**config.mk**
```make
export PLATFORM = sky130hd
export DESIGN_NAME = wb_gain_apply
export DESIGN_NICKNAME = d
export VERILOG_FILES = /design/src/rtl/wb_gain_apply.sv
export SDC_FILE = /design/constraint.sdc
export NUM_CORES = 1
export LEC_CHECK = 0
export CAP_MARGIN = 20
export CORE_UTILIZATION = 40
export DETAILED_ROUTE_END_ITERATION = 8
export PLACE_DENSITY_LB_ADDON = 0.3
export SETUP_SLACK_MARGIN = 0.02
export SLEW_MARGIN = 20
export SYNTH_ARGS = -nofsm -noshare
export SYNTH_HDL_FRONTEND = slang
export SYNTH_SLANG_ARGS = --single-unit
```
**constraint.sdc**
```tcl
create_clock -name clk -period 11.71 [get_ports clk]
set_input_delay 2.342 -clock clk [delete_from_list [all_inputs] [get_ports clk]]
set_output_delay 2.342 -clock clk [all_outputs]
set_load 0.02 [all_outputs]
```
**src/rtl/wb_gain_apply.sv**
```systemverilog
// wb_gain_apply
//   Auto-white-balance applier. Takes per-frame R/G/B means from the
//   statistics block, computes R and B gains relative to G with a
//   sequential restoring divider, and applies the active gains to the pixel
//   stream. New gains are committed only at frame boundaries so no frame is
//   processed with a mix of old and new gains.
//
// Ports
//   clk, rst_n        clock, asynchronous active-low reset
//   stats_valid_i     one-cycle pulse, r/g/b_mean_i valid
//   r/g/b_mean_i      frame means
//   valid_i, color_i, value_i, last_i   input pixel stream (0=R 1=G 2=B 3=rsvd)
//   valid_o, color_o, value_o, last_o   corrected pixel stream, latency 2
//   busy_o            gain computation or commit pending
//   r_gain_o, b_gain_o  active gains, unsigned Q(GAIN_W-FRAC_W).FRAC_W
//
// Handshake: no backpressure. A pixel is transferred on every cycle with
// valid_i high; last_i is meaningful only with valid_i. valid_o follows
// valid_i exactly two cycles later, and last_o is only ever high with valid_o.

module wb_gain_apply #(
  parameter int DATA_W = 8,
  parameter int FRAC_W = 6,
  parameter int GAIN_W = 8
) (
  input  logic              clk,
  input  logic              rst_n,
  input  logic              stats_valid_i,
  input  logic [DATA_W-1:0] r_mean_i,
  input  logic [DATA_W-1:0] g_mean_i,
  input  logic [DATA_W-1:0] b_mean_i,
  input  logic              valid_i,
  input  logic [1:0]        color_i,
  input  logic [DATA_W-1:0] value_i,
  input  logic              last_i,
  output logic              valid_o,
  output logic [1:0]        color_o,
  output logic [DATA_W-1:0] value_o,
  output logic              last_o,
  output logic              busy_o,
  output logic [GAIN_W-1:0] r_gain_o,
  output logic [GAIN_W-1:0] b_gain_o
);

  localparam int NUM_W  = DATA_W + FRAC_W;
  localparam int CNT_W  = $clog2(NUM_W);
  localparam int PROD_W = DATA_W + GAIN_W;

  localparam logic [GAIN_W-1:0] GAIN_MAX = '1;
  localparam logic [GAIN_W-1:0] GAIN_ONE = GAIN_W'(1 << FRAC_W);
  localparam logic [PROD_W:0]   ROUND_C  = (PROD_W+1)'(1 << (FRAC_W-1));
  localparam logic [PROD_W:0]   PIX_MAX  = (PROD_W+1)'((1 << DATA_W) - 1);

  typedef enum logic [1:0] {
    IDLE        = 2'd0,
    DIV_R       = 2'd1,
    DIV_B       = 2'd2,
    WAIT_COMMIT = 2'd3
  } state_t;

  state_t              state;

  logic [DATA_W-1:0]   r_mean_q;
  logic [DATA_W-1:0]   g_mean_q;
  logic [DATA_W-1:0]   b_mean_q;
  logic [DATA_W:0]     div_rem;
  logic [NUM_W-1:0]    div_q;     // numerator shifts out of the top, quotient in at the bottom
  logic [CNT_W-1:0]    div_cnt;
  logic [GAIN_W-1:0]   r_shadow;
  logic [GAIN_W-1:0]   b_shadow;
  logic                frame_active;

  // ---------------------------------------------------------------------
  // One restoring-division step
  // ---------------------------------------------------------------------
  logic [DATA_W-1:0]   divisor;
  logic [DATA_W:0]     rem_shift;
  logic                q_bit;
  logic [DATA_W:0]     rem_next;
  logic [NUM_W-1:0]    q_next;
  logic [GAIN_W-1:0]   div_result;

  always_comb begin
    divisor    = (state == DIV_B) ? b_mean_q : r_mean_q;
    rem_shift  = {div_rem[DATA_W-1:0], div_q[NUM_W-1]};
    q_bit      = (rem_shift >= {1'b0, divisor});
    rem_next   = q_bit ? (rem_shift - {1'b0, divisor}) : rem_shift;
    q_next     = {div_q[NUM_W-2:0], q_bit};
    // A zero divisor sets every quotient bit, so it saturates to GAIN_MAX
    // through the same clamp as any other oversized quotient.
    div_result = (q_next > NUM_W'(GAIN_MAX)) ? GAIN_MAX : q_next[GAIN_W-1:0];
  end

  // ---------------------------------------------------------------------
  // Gain FSM
  // ---------------------------------------------------------------------
  always_ff @(posedge clk or negedge rst_n) begin
    if (!rst_n) begin
      state    <= IDLE;
      r_mean_q <= '0;
      g_mean_q <= '0;
      b_mean_q <= '0;
      div_rem  <= '0;
      div_q    <= '0;
      div_cnt  <= '0;
      r_shadow <= GAIN_ONE;
      b_shadow <= GAIN_ONE;
      r_gain_o <= GAIN_ONE;
      b_gain_o <= GAIN_ONE;
      busy_o   <= 1'b0;
    end else begin
      case (state)
        IDLE: begin
          if (stats_valid_i) begin
            r_mean_q <= r_mean_i;
            g_mean_q <= g_mean_i;
            b_mean_q <= b_mean_i;
            div_rem  <= '0;
            div_q    <= {g_mean_i, {FRAC_W{1'b0}}};
            div_cnt  <= '0;
            state    <= DIV_R;
            busy_o   <= 1'b1;
          end
        end
        DIV_R, DIV_B: begin
          div_rem <= rem_next;
          div_q   <= q_next;
          div_cnt <= div_cnt + 1'b1;
          if (div_cnt == CNT_W'(NUM_W-1)) begin
            div_cnt <= '0;
            if (state == DIV_R) begin
              r_shadow <= div_result;
              // Reload the numerator for the blue division.
              div_rem  <= '0;
              div_q    <= {g_mean_q, {FRAC_W{1'b0}}};
              state    <= DIV_B;
            end else begin
              b_shadow <= div_result;
              state    <= WAIT_COMMIT;
            end
          end
        end
        WAIT_COMMIT: begin
          // Commit between frames, or on the edge that takes the last pixel
          // (that pixel samples the old gains on this same edge).
          if (!frame_active || (valid_i && last_i)) begin
            r_gain_o <= r_shadow;
            b_gain_o <= b_shadow;
            state    <= IDLE;
            busy_o   <= 1'b0;
          end
        end
        default: begin
          state  <= IDLE;
          busy_o <= 1'b0;
        end
      endcase
    end
  end

  always_ff @(posedge clk or negedge rst_n) begin
    if (!rst_n) begin
      frame_active <= 1'b0;
    end else if (valid_i) begin
      frame_active <= !last_i;
    end
  end

  // ---------------------------------------------------------------------
  // Pixel pipeline
  // ---------------------------------------------------------------------
  logic              s1_valid;
  logic              s1_last;
  logic [1:0]        s1_color;
  logic [DATA_W-1:0] s1_value;
  logic [GAIN_W-1:0] s1_gain;
  logic              s1_bypass;

  always_ff @(posedge clk or negedge rst_n) begin
    if (!rst_n) begin
      s1_valid  <= 1'b0;
      s1_last   <= 1'b0;
      s1_color  <= '0;
      s1_value  <= '0;
      s1_gain   <= '0;
      s1_bypass <= 1'b0;
    end else begin
      s1_valid <= valid_i;
      s1_last  <= valid_i & last_i;
      if (valid_i) begin
        s1_color  <= color_i;
        s1_value  <= value_i;
        s1_gain   <= (color_i == 2'd0) ? r_gain_o : b_gain_o;
        s1_bypass <= (color_i == 2'd1) || (color_i == 2'd3);
      end
    end
  end

  logic [PROD_W-1:0] product;
  logic [PROD_W:0]   rounded;
  logic [PROD_W:0]   shifted;
  logic [DATA_W-1:0] corrected;

  always_comb begin
    product   = PROD_W'(s1_value) * PROD_W'(s1_gain);
    rounded   = {1'b0, product} + ROUND_C;
    shifted   = rounded >> FRAC_W;
    corrected = (shifted > PIX_MAX) ? '1 : shifted[DATA_W-1:0];
  end

  always_ff @(posedge clk or negedge rst_n) begin
    if (!rst_n) begin
      valid_o <= 1'b0;
      last_o  <= 1'b0;
      color_o <= '0;
      value_o <= '0;
    end else begin
      valid_o <= s1_valid;
      last_o  <= s1_valid & s1_last;
      if (s1_valid) begin
        color_o <= s1_color;
        value_o <= s1_bypass ? s1_value : corrected;
      end
    end
  end

endmodule

```
==> results by group <==
Status
  • Status: completed

Timing
  • Tightest Pin Transition: roughly 1.1 ns
  • Max-slew headroom: between 20% and 30%
  • Setup TNS: 0 ns
  • # setup viols final: 0
  • FMAX: 0.203 GHz
  • Post-layout min period: between 4 and 5 ns
  • Final Hold Vio Count: 0
  • Clock skew: approximately 0.016 ns
  • RSZ-0062 raised after global routing: false
  • Final Cycle Share: between 40 and 50%
  • Final Slew Violations: 0

Floorplanning
  • Die span in x: roughly 140 um
  • Cell Rows: slightly below 50
  • IO Pins: 68
  • Die ar.: ~0.019 mm2
  • Starting Density: 40.9%
  • Core outline area: about 0.018 mm2
  • Overall die height: 138 um

Worst setup path
  • Worst setup path class: reg2reg
  • Crit path max fanout: 9
  • Endpoint arrival time on the critical path: 5.21 ns
  • Worst setup SP type: flop
  • Crit path required time: 11.98 ns
  • Worst Setup End Kind: flop

CTS
  • Post-cts gate resize count: 0
  • Post CTS Setup Buffer Count: 0
  • CTS clk-pin slew, worst paths: 0.06 ns
  • Post-CTS Hold Buffers: 0
  • Root Driver: clkbuf_16
  • Clock Latency Late Sink: roughly 0.42 ns
  • CTS tree: built
  • CTS Buf Count: 17
  • Clk sinks: approximately 120
  • H-Tree Depth: 4
  • Longest Clk Path Bufs: 2

Finish
  • Area Growth Syn to Fin: 20.4%
  • Antenna diode count: 0
  • Ratio of cells with drive above 1 in the final layout: between 10% and 20%
  • Nets: approximately 900

Detailed routing
  • Vias post-DR: around 5200
  • WL final: ~16 mm
  • DR DRC count: 0
  • Drt wl/cell: between 15 and 20 um
  • Drt initial violations: between 200 and 300
  • Vias per inst: 5.22
  • Post-route antenna net violation count: 0
  • First drt pass iteration count: 5

Run
  • Max-Cap Viols: 0

Synthesis
  • Post-synth EDFFs: 0
  • Yosys reg bits: ~120
  • Ys Warns: 0
  • Largest area contributor in the netlist: dfrtp_1
  • Ys flop type: dfrtp_1
  • Mapped Area: 0.00735 mm2
  • Library cells used by synthesis: 47
  • Top cell type's share of synthesized area: a little under 40%
  • Ys async rst share: 100%
  • Synth Instances: between 600 and 700
  • Mapped Avg Cell Area: approximately 11 um2
  • Sequential fraction of the synthesis area: roughly two fifths
  • Synth top area cells: dfrtp_1 (39%), fa_1 (10%), ha_1 (9.0%), mux2_2 (8.3%), and2_1 (4.1%)
  • Mapped Nets: around 800

GRT
  • Gr usage total: between 10% and 20%
  • Remaining global-route overflow: 0
  • Vias in the first global route: about 5200
  • Largest net degree at the start of global routing: slightly above 90
  • First-pass GRT wire length: 26.1 mm
  • Antenna violations before repair: 0

Place
  • Post-DP HPWL: 11.8 mm
  • PortBufs: 67
  • Final Wtd Congestion: slightly above 0.9

Min path
  • Hold WC Path Type: reg2reg
[placed cells by master (no fill, tap or decap), drive strengths merged, types with 7 or more instances in the layout]
cell,count
nor2,39
dfrtp,115
a22o,7
ha,53
clkbuf,20
xnor2,9
and2,48
a31oi,9
a22oi,7
mux2,54
nand3b,9
nand2,59
a21oi,34
inv,48
fa,37
nand3,7
o21ai,45
clkdlybuf4s50,66
mux2i,24
nand2b,8
[synth_stat cells (23+ instances only)]
cell and instances:
inv_1 46, mux2i_1 24, nand2_1 59, clkbuf_1 23, a21oi_1 34, dfrtp_1 115
fa_1 37, and2_1 48, ha_1 53, mux2_2 54, nor2_1 39, o21ai_0 42
[metal layers]
layer | GRT usage [%] | part of all wire (%) | vias to the layer above
met5 | 0 | 0 | -
met4 | 5.56 | 1.4 | 0
met3 | 4.53 | 4.2 | 20
met2 | 31.1 | 51 | 119
met1 | 22.5 | 43 | 2560
li1 | - | - | 2482
[path summary, 6_finish.rpt]
check,from,end,slack [ns],cells after the start
worst max-delay path,s1_gain[5]$_DFFE_PN0P_,value_o[7]$_DFFE_PN0P_,6.78,15
worst min-delay path,b_shadow[7]$_DFFE_PN0P_,b_shadow[7]$_DFFE_PN0P_,0.48,2
worst max register to register,s1_gain[5]$_DFFE_PN0P_,value_o[7]$_DFFE_PN0P_,6.78,15
worst min register to register,b_shadow[7]$_DFFE_PN0P_,b_shadow[7]$_DFFE_PN0P_,0.48,2
max in group asynchronous,rst_n,b_shadow[0]$_DFFE_PN0P_,8.73,2
min in group asynchronous,rst_n,value_o[0]$_DFFE_PN0P_,1.86,1
[per-stage QoR]
| step | hold WS [ns] | std cells | setup WS, ns | cell area (um2) | utilization, % |
|---|---|---|---|---|---|
| 6_report | 0.476 | 993 | 6.78 | 8850 | 49.3 |
| 5_1_grt | 0.507 | 993 | 6.53 | 8850 | 49.3 |
| 4_1_cts | 0.479 | 993 | 6.78 | 8850 | 49.2 |
| 3_5_place_dp | 0.467 | 961 | 6.76 | 8250 | 45.9 |
| 3_3_place_gp | 0.460 | 961 | 6.97 | 8250 | 45.9 |
| 2_1_floorplan | 0.370 | 684 | 7.21 | 7350 | - |
[critical path, stage by stage, from the launching register on]
cell	delay (ns)
dfrtp_1	0.46
and2_1	0.20
fa_1	0.45
fa_1	0.54
inv_1	0.05
fa_1	0.46
fa_1	0.54
inv_1	0.04
ha_1	0.33
nand4_1	0.12
o221a_2	0.31
a211oi_1	0.33
mux2i_1	0.24
nor2_1	0.09
nor4_4	0.50
a21oi_1	0.13
[state kept, by name, indices dropped and copies added (netlist names), 4 cells and up]
signal,count
g_mean_q,8
s1_gain,8
b_mean_q,8
b_shadow,8
div_rem,8
s1_value,8
r_shadow,8
value_o,8
div_cnt,4
r_gain_o,8
b_gain_o,8
div_q,14
r_mean_q,8
[kinds of logic (layout without fill, tap and decap cells)]
family / count (synthesis) / count (layout) / share of synthesized area (%)
XOR/XNOR: 13 / 13 / 1.55
flip-flops: 119 / 119 / 40.6
AND/OR/NAND/NOR: 190 / 190 / 13.1
multiplexers: 78 / 78 / 11.5
AO/OA/AOI/OAI: 125 / 125 / 10.6
adder cells (fa/ha/maj): 90 / 90 / 19.1
buffers and inverters: 69 / 149 / 3.52
[cell type report]
cell class,count,area (um2)
fillers,1634,9110
multi-input cells,496,4110
flip-flops and latches,119,2980
repair buffers,71,702
clock buffers,20,447
well taps,229,287
inverters,46,173
clock inverters,12,149
Power is left out: the tool's default activity adds up to more than one toggle a clock period on the data nets, which glitch-free logic cannot reach.
